<file path="src/rtl/alu_operand_stage_if.sv">
// Bundles the decode-side, bypass-source and EX-side signals of alu_operand_stage.
// slave: the operand stage itself; master: whoever drives ID/MEM/WB and consumes EX.
interface alu_operand_stage_if #(
  parameter int XLEN = 32,
  parameter int RA_W = 5
);
  logic            id_valid;
  logic [RA_W-1:0] id_rs1_addr;
  logic [RA_W-1:0] id_rs2_addr;
  logic [XLEN-1:0] id_rs1_data;
  logic [XLEN-1:0] id_rs2_data;
  logic [XLEN-1:0] id_imm;
  logic [XLEN-1:0] id_pc;
  logic [3:0]      id_alu_sel;
  logic            id_src1_pc;
  logic            id_src2_imm;
  logic [RA_W-1:0] id_rd_addr;
  logic            id_reg_write;
  logic            id_mem_read;
  logic            flush;

  logic [RA_W-1:0] mem_rd_addr;
  logic            mem_reg_write;
  logic [XLEN-1:0] mem_result;
  logic [RA_W-1:0] wb_rd_addr;
  logic            wb_reg_write;
  logic [XLEN-1:0] wb_result;

  logic            hazard_stall;
  logic            ex_valid;
  logic [XLEN-1:0] ex_i_1;
  logic [XLEN-1:0] ex_i_2;
  logic [3:0]      ex_alu_sel;
  logic [XLEN-1:0] ex_store_data;
  logic [RA_W-1:0] ex_rd_addr;
  logic            ex_reg_write;
  logic            ex_mem_read;

  modport slave (
    input  id_valid, id_rs1_addr, id_rs2_addr, id_rs1_data, id_rs2_data, id_imm, id_pc,
           id_alu_sel, id_src1_pc, id_src2_imm, id_rd_addr, id_reg_write, id_mem_read, flush,
           mem_rd_addr, mem_reg_write, mem_result, wb_rd_addr, wb_reg_write, wb_result,
    output hazard_stall, ex_valid, ex_i_1, ex_i_2, ex_alu_sel, ex_store_data,
           ex_rd_addr, ex_reg_write, ex_mem_read
  );

  modport master (
    output id_valid, id_rs1_addr, id_rs2_addr, id_rs1_data, id_rs2_data, id_imm, id_pc,
           id_alu_sel, id_src1_pc, id_src2_imm, id_rd_addr, id_reg_write, id_mem_read, flush,
           mem_rd_addr, mem_reg_write, mem_result, wb_rd_addr, wb_reg_write, wb_result,
    input  hazard_stall, ex_valid, ex_i_1, ex_i_2, ex_alu_sel, ex_store_data,
           ex_rd_addr, ex_reg_write, ex_mem_read
  );
endinterface

</file>
<file path="src/rtl/alu_operand_stage.sv">
// ID/EX register with operand bypass from MEM/WB and load-use stall generation.
// Macro ALU_OPERAND_STAGE_FWD_EN enables the bypass muxes; without it hazards are resolved by stalling.
module alu_operand_stage #(
  parameter int XLEN = 32,
  parameter int RA_W = 5
) (
  input logic             clk,
  input logic             rst,
  alu_operand_stage_if.slave bus
);

  logic            valid_q, valid_d;
  logic            reg_write_q, reg_write_d;
  logic            mem_read_q, mem_read_d;
  logic            src1_pc_q, src1_pc_d;
  logic            src2_imm_q, src2_imm_d;
  logic [3:0]      alu_sel_q, alu_sel_d;
  logic [RA_W-1:0] rd_addr_q, rd_addr_d;
  logic [RA_W-1:0] rs1_addr_q, rs1_addr_d;
  logic [RA_W-1:0] rs2_addr_q, rs2_addr_d;
  logic [XLEN-1:0] rs1_data_q, rs1_data_d;
  logic [XLEN-1:0] rs2_data_q, rs2_data_d;
  logic [XLEN-1:0] imm_q, imm_d;
  logic [XLEN-1:0] pc_q, pc_d;

  logic            ex_hit;
  logic            stall_raw;
  logic            stall;
  logic            bubble;
  logic [XLEN-1:0] fwd_rs1;
  logic [XLEN-1:0] fwd_rs2;

  // Dependency of the decode instruction on what EX (and, without bypass, MEM) will write.
  always_comb begin
    ex_hit = (rd_addr_q != '0) &&
             ((rd_addr_q == bus.id_rs1_addr) || (rd_addr_q == bus.id_rs2_addr));
`ifdef ALU_OPERAND_STAGE_FWD_EN
    stall_raw = bus.id_valid & valid_q & mem_read_q & ex_hit;
`else
    stall_raw = bus.id_valid &
                ((valid_q & reg_write_q & ex_hit) |
                 (bus.mem_reg_write && (bus.mem_rd_addr != '0) &&
                  ((bus.mem_rd_addr == bus.id_rs1_addr) || (bus.mem_rd_addr == bus.id_rs2_addr))));
`endif
    // Reset gating keeps the stall low even when external MEM inputs match during reset.
    stall = stall_raw & ~bus.flush & ~rst;
  end

  always_comb begin
    bubble      = bus.flush | stall;
    valid_d     = bus.id_valid & ~bubble;
    reg_write_d = bus.id_reg_write & ~bubble;
    mem_read_d  = bus.id_mem_read & ~bubble;
    src1_pc_d   = bus.id_src1_pc;
    src2_imm_d  = bus.id_src2_imm;
    alu_sel_d   = bus.id_alu_sel;
    rd_addr_d   = bus.id_rd_addr;
    rs1_addr_d  = bus.id_rs1_addr;
    rs2_addr_d  = bus.id_rs2_addr;
    imm_d       = bus.id_imm;
    pc_d        = bus.id_pc;
    // Register file is written at the same edge we read it, so take WB's value directly.
    rs1_data_d  = bus.id_rs1_data;
    rs2_data_d  = bus.id_rs2_data;
    if (bus.wb_reg_write && (bus.wb_rd_addr != '0) && (bus.wb_rd_addr == bus.id_rs1_addr))
      rs1_data_d = bus.wb_result;
    if (bus.wb_reg_write && (bus.wb_rd_addr != '0) && (bus.wb_rd_addr == bus.id_rs2_addr))
      rs2_data_d = bus.wb_result;
  end

  always_ff @(posedge clk or posedge rst) begin
    if (rst) begin
      valid_q     <= 1'b0;
      reg_write_q <= 1'b0;
      mem_read_q  <= 1'b0;
      src1_pc_q   <= 1'b0;
      src2_imm_q  <= 1'b0;
      alu_sel_q   <= '0;
      rd_addr_q   <= '0;
      rs1_addr_q  <= '0;
      rs2_addr_q  <= '0;
      rs1_data_q  <= '0;
      rs2_data_q  <= '0;
      imm_q       <= '0;
      pc_q        <= '0;
    end else begin
      valid_q     <= valid_d;
      reg_write_q <= reg_write_d;
      mem_read_q  <= mem_read_d;
      src1_pc_q   <= src1_pc_d;
      src2_imm_q  <= src2_imm_d;
      alu_sel_q   <= alu_sel_d;
      rd_addr_q   <= rd_addr_d;
      rs1_addr_q  <= rs1_addr_d;
      rs2_addr_q  <= rs2_addr_d;
      rs1_data_q  <= rs1_data_d;
      rs2_data_q  <= rs2_data_d;
      imm_q       <= imm_d;
      pc_q        <= pc_d;
    end
  end

`ifdef ALU_OPERAND_STAGE_FWD_EN
  // MEM is the younger producer, so it wins over WB; x0 is hard-wired zero and never bypassed.
  always_comb begin
    fwd_rs1 = rs1_data_q;
    if (bus.mem_reg_write && (bus.mem_rd_addr != '0) && (bus.mem_rd_addr == rs1_addr_q))
      fwd_rs1 = bus.mem_result;
    else if (bus.wb_reg_write && (bus.wb_rd_addr != '0) && (bus.wb_rd_addr == rs1_addr_q))
      fwd_rs1 = bus.wb_result;
    fwd_rs2 = rs2_data_q;
    if (bus.mem_reg_write && (bus.mem_rd_addr != '0) && (bus.mem_rd_addr == rs2_addr_q))
      fwd_rs2 = bus.mem_result;
    else if (bus.wb_reg_write && (bus.wb_rd_addr != '0) && (bus.wb_rd_addr == rs2_addr_q))
      fwd_rs2 = bus.wb_result;
  end
`else
  logic unused_fwd_srcs;
  assign unused_fwd_srcs = ^{rs1_addr_q, rs2_addr_q, bus.mem_result};

  always_comb begin
    fwd_rs1 = rs1_data_q;
    fwd_rs2 = rs2_data_q;
  end
`endif

  assign bus.hazard_stall  = stall;
  assign bus.ex_valid      = valid_q;
  assign bus.ex_i_1        = src1_pc_q ? pc_q : fwd_rs1;
  assign bus.ex_i_2        = src2_imm_q ? imm_q : fwd_rs2;
  assign bus.ex_alu_sel    = alu_sel_q;
  assign bus.ex_store_data = fwd_rs2;
  assign bus.ex_rd_addr    = rd_addr_q;
  assign bus.ex_reg_write  = valid_q & reg_write_q;
  assign bus.ex_mem_read   = valid_q & mem_read_q;

endmodule

</file>
<file path="src/flat_wrapper.sv">
// flat-port wrapper written by rule: the top's interface ports become plain ports
module alu_operand_stage_flat 
#(
  parameter int XLEN = 32,
  parameter int RA_W = 5
)
  (clk, rst, bus_id_valid, bus_id_rs1_addr, bus_id_rs2_addr, bus_id_rs1_data, bus_id_rs2_data, bus_id_imm, bus_id_pc, bus_id_alu_sel, bus_id_src1_pc, bus_id_src2_imm, bus_id_rd_addr, bus_id_reg_write, bus_id_mem_read, bus_flush, bus_mem_rd_addr, bus_mem_reg_write, bus_mem_result, bus_wb_rd_addr, bus_wb_reg_write, bus_wb_result, bus_hazard_stall, bus_ex_valid, bus_ex_i_1, bus_ex_i_2, bus_ex_alu_sel, bus_ex_store_data, bus_ex_rd_addr, bus_ex_reg_write, bus_ex_mem_read);
  alu_operand_stage_if #(.XLEN(XLEN), .RA_W(RA_W)) bus_i ();
  input logic clk;
  input logic rst;
  input wire logic [$bits(bus_i.id_valid)-1:0] bus_id_valid;
  input wire logic [$bits(bus_i.id_rs1_addr)-1:0] bus_id_rs1_addr;
  input wire logic [$bits(bus_i.id_rs2_addr)-1:0] bus_id_rs2_addr;
  input wire logic [$bits(bus_i.id_rs1_data)-1:0] bus_id_rs1_data;
  input wire logic [$bits(bus_i.id_rs2_data)-1:0] bus_id_rs2_data;
  input wire logic [$bits(bus_i.id_imm)-1:0] bus_id_imm;
  input wire logic [$bits(bus_i.id_pc)-1:0] bus_id_pc;
  input wire logic [$bits(bus_i.id_alu_sel)-1:0] bus_id_alu_sel;
  input wire logic [$bits(bus_i.id_src1_pc)-1:0] bus_id_src1_pc;
  input wire logic [$bits(bus_i.id_src2_imm)-1:0] bus_id_src2_imm;
  input wire logic [$bits(bus_i.id_rd_addr)-1:0] bus_id_rd_addr;
  input wire logic [$bits(bus_i.id_reg_write)-1:0] bus_id_reg_write;
  input wire logic [$bits(bus_i.id_mem_read)-1:0] bus_id_mem_read;
  input wire logic [$bits(bus_i.flush)-1:0] bus_flush;
  input wire logic [$bits(bus_i.mem_rd_addr)-1:0] bus_mem_rd_addr;
  input wire logic [$bits(bus_i.mem_reg_write)-1:0] bus_mem_reg_write;
  input wire logic [$bits(bus_i.mem_result)-1:0] bus_mem_result;
  input wire logic [$bits(bus_i.wb_rd_addr)-1:0] bus_wb_rd_addr;
  input wire logic [$bits(bus_i.wb_reg_write)-1:0] bus_wb_reg_write;
  input wire logic [$bits(bus_i.wb_result)-1:0] bus_wb_result;
  output wire logic [$bits(bus_i.hazard_stall)-1:0] bus_hazard_stall;
  output wire logic [$bits(bus_i.ex_valid)-1:0] bus_ex_valid;
  output wire logic [$bits(bus_i.ex_i_1)-1:0] bus_ex_i_1;
  output wire logic [$bits(bus_i.ex_i_2)-1:0] bus_ex_i_2;
  output wire logic [$bits(bus_i.ex_alu_sel)-1:0] bus_ex_alu_sel;
  output wire logic [$bits(bus_i.ex_store_data)-1:0] bus_ex_store_data;
  output wire logic [$bits(bus_i.ex_rd_addr)-1:0] bus_ex_rd_addr;
  output wire logic [$bits(bus_i.ex_reg_write)-1:0] bus_ex_reg_write;
  output wire logic [$bits(bus_i.ex_mem_read)-1:0] bus_ex_mem_read;
  assign bus_i.id_valid = bus_id_valid;
  assign bus_i.id_rs1_addr = bus_id_rs1_addr;
  assign bus_i.id_rs2_addr = bus_id_rs2_addr;
  assign bus_i.id_rs1_data = bus_id_rs1_data;
  assign bus_i.id_rs2_data = bus_id_rs2_data;
  assign bus_i.id_imm = bus_id_imm;
  assign bus_i.id_pc = bus_id_pc;
  assign bus_i.id_alu_sel = bus_id_alu_sel;
  assign bus_i.id_src1_pc = bus_id_src1_pc;
  assign bus_i.id_src2_imm = bus_id_src2_imm;
  assign bus_i.id_rd_addr = bus_id_rd_addr;
  assign bus_i.id_reg_write = bus_id_reg_write;
  assign bus_i.id_mem_read = bus_id_mem_read;
  assign bus_i.flush = bus_flush;
  assign bus_i.mem_rd_addr = bus_mem_rd_addr;
  assign bus_i.mem_reg_write = bus_mem_reg_write;
  assign bus_i.mem_result = bus_mem_result;
  assign bus_i.wb_rd_addr = bus_wb_rd_addr;
  assign bus_i.wb_reg_write = bus_wb_reg_write;
  assign bus_i.wb_result = bus_wb_result;
  assign bus_hazard_stall = bus_i.hazard_stall;
  assign bus_ex_valid = bus_i.ex_valid;
  assign bus_ex_i_1 = bus_i.ex_i_1;
  assign bus_ex_i_2 = bus_i.ex_i_2;
  assign bus_ex_alu_sel = bus_i.ex_alu_sel;
  assign bus_ex_store_data = bus_i.ex_store_data;
  assign bus_ex_rd_addr = bus_i.ex_rd_addr;
  assign bus_ex_reg_write = bus_i.ex_reg_write;
  assign bus_ex_mem_read = bus_i.ex_mem_read;
  alu_operand_stage #(.XLEN(XLEN), .RA_W(RA_W)) u_core (.clk(clk), .rst(rst), .bus(bus_i));
endmodule
</file>
<file path="config.mk">
export PLATFORM = sky130hd
export DESIGN_NAME = alu_operand_stage_flat
export DESIGN_NICKNAME = d
export VERILOG_FILES = /design/src/rtl/alu_operand_stage_if.sv /design/src/rtl/alu_operand_stage.sv /design/src/flat_wrapper.sv
export SDC_FILE = /design/constraint.sdc
export NUM_CORES = 1
export LEC_CHECK = 0
export CAP_MARGIN = 20
export CORE_AREA = 4 4 131 133
export CTS_BUF_LIST = sky130_fd_sc_hd__clkbuf_4 sky130_fd_sc_hd__clkbuf_8
export DETAILED_ROUTE_END_ITERATION = 10
export DIE_AREA = 0 0 135 137
export PLACE_DENSITY_LB_ADDON = 0.08
export SLEW_MARGIN = 20
export SYNTH_ARGS = -nofsm -noshare
export SYNTH_HDL_FRONTEND = slang
export SYNTH_SLANG_ARGS = --single-unit
export TNS_END_PERCENT = 50
</file>
<file path="constraint.sdc">
create_clock -name clk -period 5.15 [get_ports clk]
set_input_delay 0.515 -clock clk [delete_from_list [all_inputs] [get_ports clk]]
set_output_delay 0.515 -clock clk [all_outputs]
set_load 0.05 [all_outputs]
</file>
# Word-level counts from Yosys, hierarchy flattened
# Index checks and enable logic that the tools add are counted.
dict set report op_classes {
  n_reduce_logical 11
  mux 4
  bitwise 14
  n_eq_ne 6
}
# cell n
set op_table {}
lappend op_table {{32-bit 2-to-1 mux} 4}
lappend op_table {{5-bit == test} 6}
lappend op_table {{5-bit nonzero test} 3}
lappend op_table {{1-bit bitwise AND} 9}
lappend op_table {{1-bit logical AND} 6}
lappend op_table {{1-bit NOT} 3}
lappend op_table {{1-bit logical OR} 2}
lappend op_table {{1-bit OR} 2}
dict set report word_totals {
  elab_cells 46
  out_inout_bits 109
  reg_bits 142
}

# Logic depth before layout (Yosys ltp)
dict set report logic_depth {
  depth_word 11
  mapped_depth 5
  mapped_depth_nobuf 4
}

# Least setup slack after synthesis
# OpenSTA, ideal clock, no wires.
dict set report synth_path {
  path_type {register to output}
  from {register u_core.valid_q, in the netlist u_core.bus.ex_valid}
  to {output bus_hazard_stall}
  stages_incl_launch_ff 4
  n_path_buf 0
  path_slack_ns 2.791
  arrival_ns 1.844
  path_cell_list {dfrtp_1 > and2_1 > o211a_1 > a22o_1}
}
dict set report synth_between {
  elab_chain_cells 6
}
# item line_no
set synth_lines {}
lappend synth_lines {{start: declaration} alu_operand_stage.sv:12} ;# logic valid_q, valid_d;
lappend synth_lines {{start signal: assignment} alu_operand_stage.sv:87} ;# valid_q <= valid_d;
lappend synth_lines {{1-bit bitwise AND} -}
lappend synth_lines {{named net bus_ex_reg_write} flat_wrapper.sv:38} ;# output wire logic [$bits(bus_i.ex_reg_write)-1:0] bus_ex_reg_write;
lappend synth_lines {{1-bit bitwise AND} alu_operand_stage.sv:41} ;# ((valid_q & reg_write_q & ex_hit) |
lappend synth_lines {{1-bit OR} alu_operand_stage.sv:41}
lappend synth_lines {{1-bit bitwise AND} alu_operand_stage.sv:40} ;# stall_raw = bus.id_valid &
lappend synth_lines {{1-bit bitwise AND (2 in series)} alu_operand_stage.sv:46} ;# stall = stall_raw & ~bus.flush & ~rst;
lappend synth_lines {{end: declaration} flat_wrapper.sv:31} ;# output wire logic [$bits(bus_i.hazard_stall)-1:0] bus_hazard_stall;
# The timed path passes the listed nets, and every way through them passes these cells.

# Final worst setup path
dict set report layout_path {
  from {input bus_mem_rd_addr[1]}
  to {output bus_hazard_stall}
}
dict set report layout_between {
  elab_chain_cells 7
  word_cells_on_any_way 10
}
# item line_no
set layout_lines {}
lappend layout_lines {{start: declaration} flat_wrapper.sv:25} ;# input wire logic [$bits(bus_i.mem_rd_addr)-1:0] bus_mem_rd_addr;
lappend layout_lines {{5-bit == test / 5-bit nonzero test (equally long branches)} {alu_operand_stage.sv:43, alu_operand_stage.sv:42}}
lappend layout_lines {{1-bit logical OR / 1-bit logical AND (equally long branches)} {alu_operand_stage.sv:43, alu_operand_stage.sv:42}}
lappend layout_lines {{1-bit logical AND (*)} alu_operand_stage.sv:42} ;# (bus.mem_reg_write && (bus.mem_rd_addr != '0) &&
lappend layout_lines {{1-bit OR (*)} alu_operand_stage.sv:41}
lappend layout_lines {{1-bit bitwise AND (*)} alu_operand_stage.sv:40}
lappend layout_lines {{1-bit bitwise AND (*) (2 in series)} alu_operand_stage.sv:46}
# Every way passes the cells marked *; elsewhere a longest branch is shown, timed or not.

==> metrics.yaml <==
outcome: "completed"
holdPathStages: 1
coreArea_um2: 15800
powerDensity_nw_per_um2: 307
area_delta_synth_final_pct: 65.1
yosysUniqueCellTypes: 24
drtPass1Iterations: 4
cp_max_fo: 4
antenna_found_initial: 0
dp_hpwl_um: 13100
tns_ns: 0
hold_buffers: 0
critPathMaxStageDelay_ns: 0.70
die-area_um2: 18500
gp_congestion: 0.753
start_util_pct: 36.7
p_leak_nw: 3.95
ys_ff_latch: 142
die_w_um: 135
drive_above_1_share_pct: 25.4
portBuffers: 307
cts.sinks: 142
worstSkewPairLatency_ns: 0.43
ir_worst_vdd_mv: 0.154
fmax_mhz: 313
start_kind: "primary input"
hold_viol_final: 0
cts_resized: 0
clockBufferDepth: 2
finalCriticalPeriod_ns: 3.19
yosys_warnings: 0
grt_max_degree: 64
postCtsSetupRepairBufs: 0
postPlaceCellArea_um2: 9120
worst-setup-path-type: "primary input to output port"
max_slew_margin_pct: 42.7
cp.required_ns: 4.64
worst_pin_slew_ns: 0.860
grt_pass1_vias: 4672
crit_arrival_ns: 2.68
numCtsBuffers: 17
routedWlPerCell_um: 18.9
post-route-cell-area_um2: 9600
synthCells: 345
h-tree-depth: 4
rows: 46
final_nets: 895
ioPinCount: 340
grt_usage_pct: 18.3
gr-total-overflow: 0
finalCritPeriodShare_pct: 62.0
worstPathCellList: "clkdlybuf4s50_1 > or3_1 > o311a_1 > a22o_1 > clkdlybuf4s50_1"
clock-root-buffer: "clkbuf_8"
cpMaxStageDelayCell: "clkdlybuf4s50_1"
clkSlewWorstSetupHoldPaths_ns: 0.08
reg2reg_slack_ns: 3.48
cts_tree: "yes"
setup_viol: 0
vias_per_cell: 4.52
grt_pass1_wl_um: 25300
ys_seq_area_share_pct: 61.1
maxCapViolations: 0
antennaDiodeCount: 0
die_h_um: 137
synth_area_um2: 5820
fin_skew_ns: 0.00149
synthesis.nets: 576
avgSynthCellArea_um2: 16.9
via_count: 4034
reg2reg_depth: 3
rsz0062_at_grt: "false"
drtIter0Drc: 103
final_max_slew_viol_count: 0
min_path_type: "primary input to register"
crit_top_cell: "clkdlybuf4s50_1"
ant_nets: 0
drc: 0
routed_wl_um: 16900
cp-end-kind: "output port"
[report_power, final]
group | leakage (nW) | switching, mW | internal [mW]
clock | 0.242 | 0.413 | 0.653
sequential | 1.66 | 0.0271 | 1.17
combinational | 2.05 | 0.350 | 0.328
[cell type report]
type / count / area (um^2)
fillers: 1224 / 6230
flip-flops and latches: 142 / 3550
repair buffers: 314 / 3130
multi-input cells: 188 / 2160
well taps: 216 / 270
clock buffers: 20 / 269
clock inverters: 11 / 211
inverters: 1 / 8.76
[cell usage in the layout, fill, tap and decap left out]
| master | count |
|---|---|
| clkdlybuf4s50_1 | 307 |
| or4_4 | 1 |
| o311a_1 | 1 |
| nor4_4 | 2 |
| nand2b_1 | 3 |
| and2_1 | 2 |
| inv_6 | 2 |
| nor2_1 | 1 |
| clkbuf_8 | 19 |
| a221oi_1 | 3 |
| or4_1 | 1 |
| buf_4 | 7 |
| o211a_1 | 1 |
| dfrtp_1 | 141 |
| nand2_1 | 4 |
| mux2_4 | 60 |
| dfrtp_2 | 1 |
| bufinv_16 | 6 |
| mux2_2 | 68 |
| xor2_1 | 4 |
| o22ai_1 | 2 |
| nand3_1 | 6 |
| clkinv_2 | 3 |
| o21ai_4 | 1 |
| clkinvlp_4 | 1 |
| a22o_1 | 1 |
| clkbuf_4 | 1 |
| or3_1 | 1 |
| xnor2_1 | 26 |
[cells in the mapped netlist]
cell type | number | area [um^2]
dfrtp_1 | 142 | 3550
mux2_2 | 68 | 766
mux2_4 | 60 | 901
xnor2_1 | 26 | 228
buf_1 | 6 | 22.5
buf_6 | 6 | 67.6
nand3_1 | 6 | 30.0
nand2_1 | 4 | 15.0
xor2_1 | 4 | 35.0
a221oi_1 | 3 | 26.3
nand2b_1 | 3 | 18.8
and2_1 | 2 | 12.5
clkbuf_1 | 2 | 7.51
nor4_4 | 2 | 42.5
o22ai_1 | 2 | 12.5
a22o_1 | 1 | 8.76
inv_1 | 1 | 3.75
nor2_1 | 1 | 3.75
o211a_1 | 1 | 10.0
o21ai_4 | 1 | 16.3
o311a_1 | 1 | 10.0
or3_1 | 1 | 6.26
or4_1 | 1 | 7.51
or4_4 | 1 | 11.3
[layer usage]
metal  vias to the layer above  wire, um  global-route usage, %
met1                      1971      6050                   19.0
met4                         0       309                   6.33
met2                       188      9020                   33.7
met5                         -         0                      0
li1                       1850         -                      -
met3                        25      1490                   7.32
[cells by family after synthesis]
family / synth area share [%]
AOI/OAI and AO/OA: 1.44
xor gates and xnor gates: 4.52
buffers and inverters: 1.74
DFF: 61.1
muxes: 28.7
and+or+nand+nor: 2.54
[worst max-delay path, delay by kind of cell]
family,cells,cell delay [ns]
and+or+nand+nor,1,0.39
AOI/OAI and AO/OA,2,0.59
buffers and inverters,2,1.17
[state kept, by name, indices dropped and copies added, names as in the netlist]
register                  count
u_core.src1_pc_q              1
u_core.bus.ex_alu_sel         4
u_core.fwd_rs1               32
u_core.bus.ex_valid           1
u_core.imm_q                 32
u_core.pc_q                  32
u_core.bus.ex_rd_addr         5
u_core.bus.ex_store_data     32
u_core.mem_read_q             1
u_core.reg_write_q            1
u_core.src2_imm_q             1
[stage by stage]
stage	cells	utilization [%]	worst slack (ns)	hold slack [ns]	power [mW]
after floorplan	345	-	0.825	0.546	1.59
after global placement	861	57.6	1.98	0.759	1.90
after detailed placement	861	57.6	1.96	0.795	1.91
after CTS	892	60.7	1.95	0.469	2.99
after global routing	892	60.7	1.88	0.457	3.07
final	892	60.7	1.96	0.505	2.94
[path summary, 6_finish.rpt]
path,from,end
min in group asynchronous,rst,u_core.imm_q[24]
min reg2reg,u_core.reg_write_q,u_core.reg_write_q
max reg2reg,u_core.bus.ex_rd_addr[0],u_core.bus.ex_valid
max,bus_mem_rd_addr[1],bus_hazard_stall
max in group asynchronous,rst,u_core.pc_q[26]
min,bus_id_alu_sel[1],u_core.bus.ex_alu_sel[1]
(Power assumes the default switching activity.)
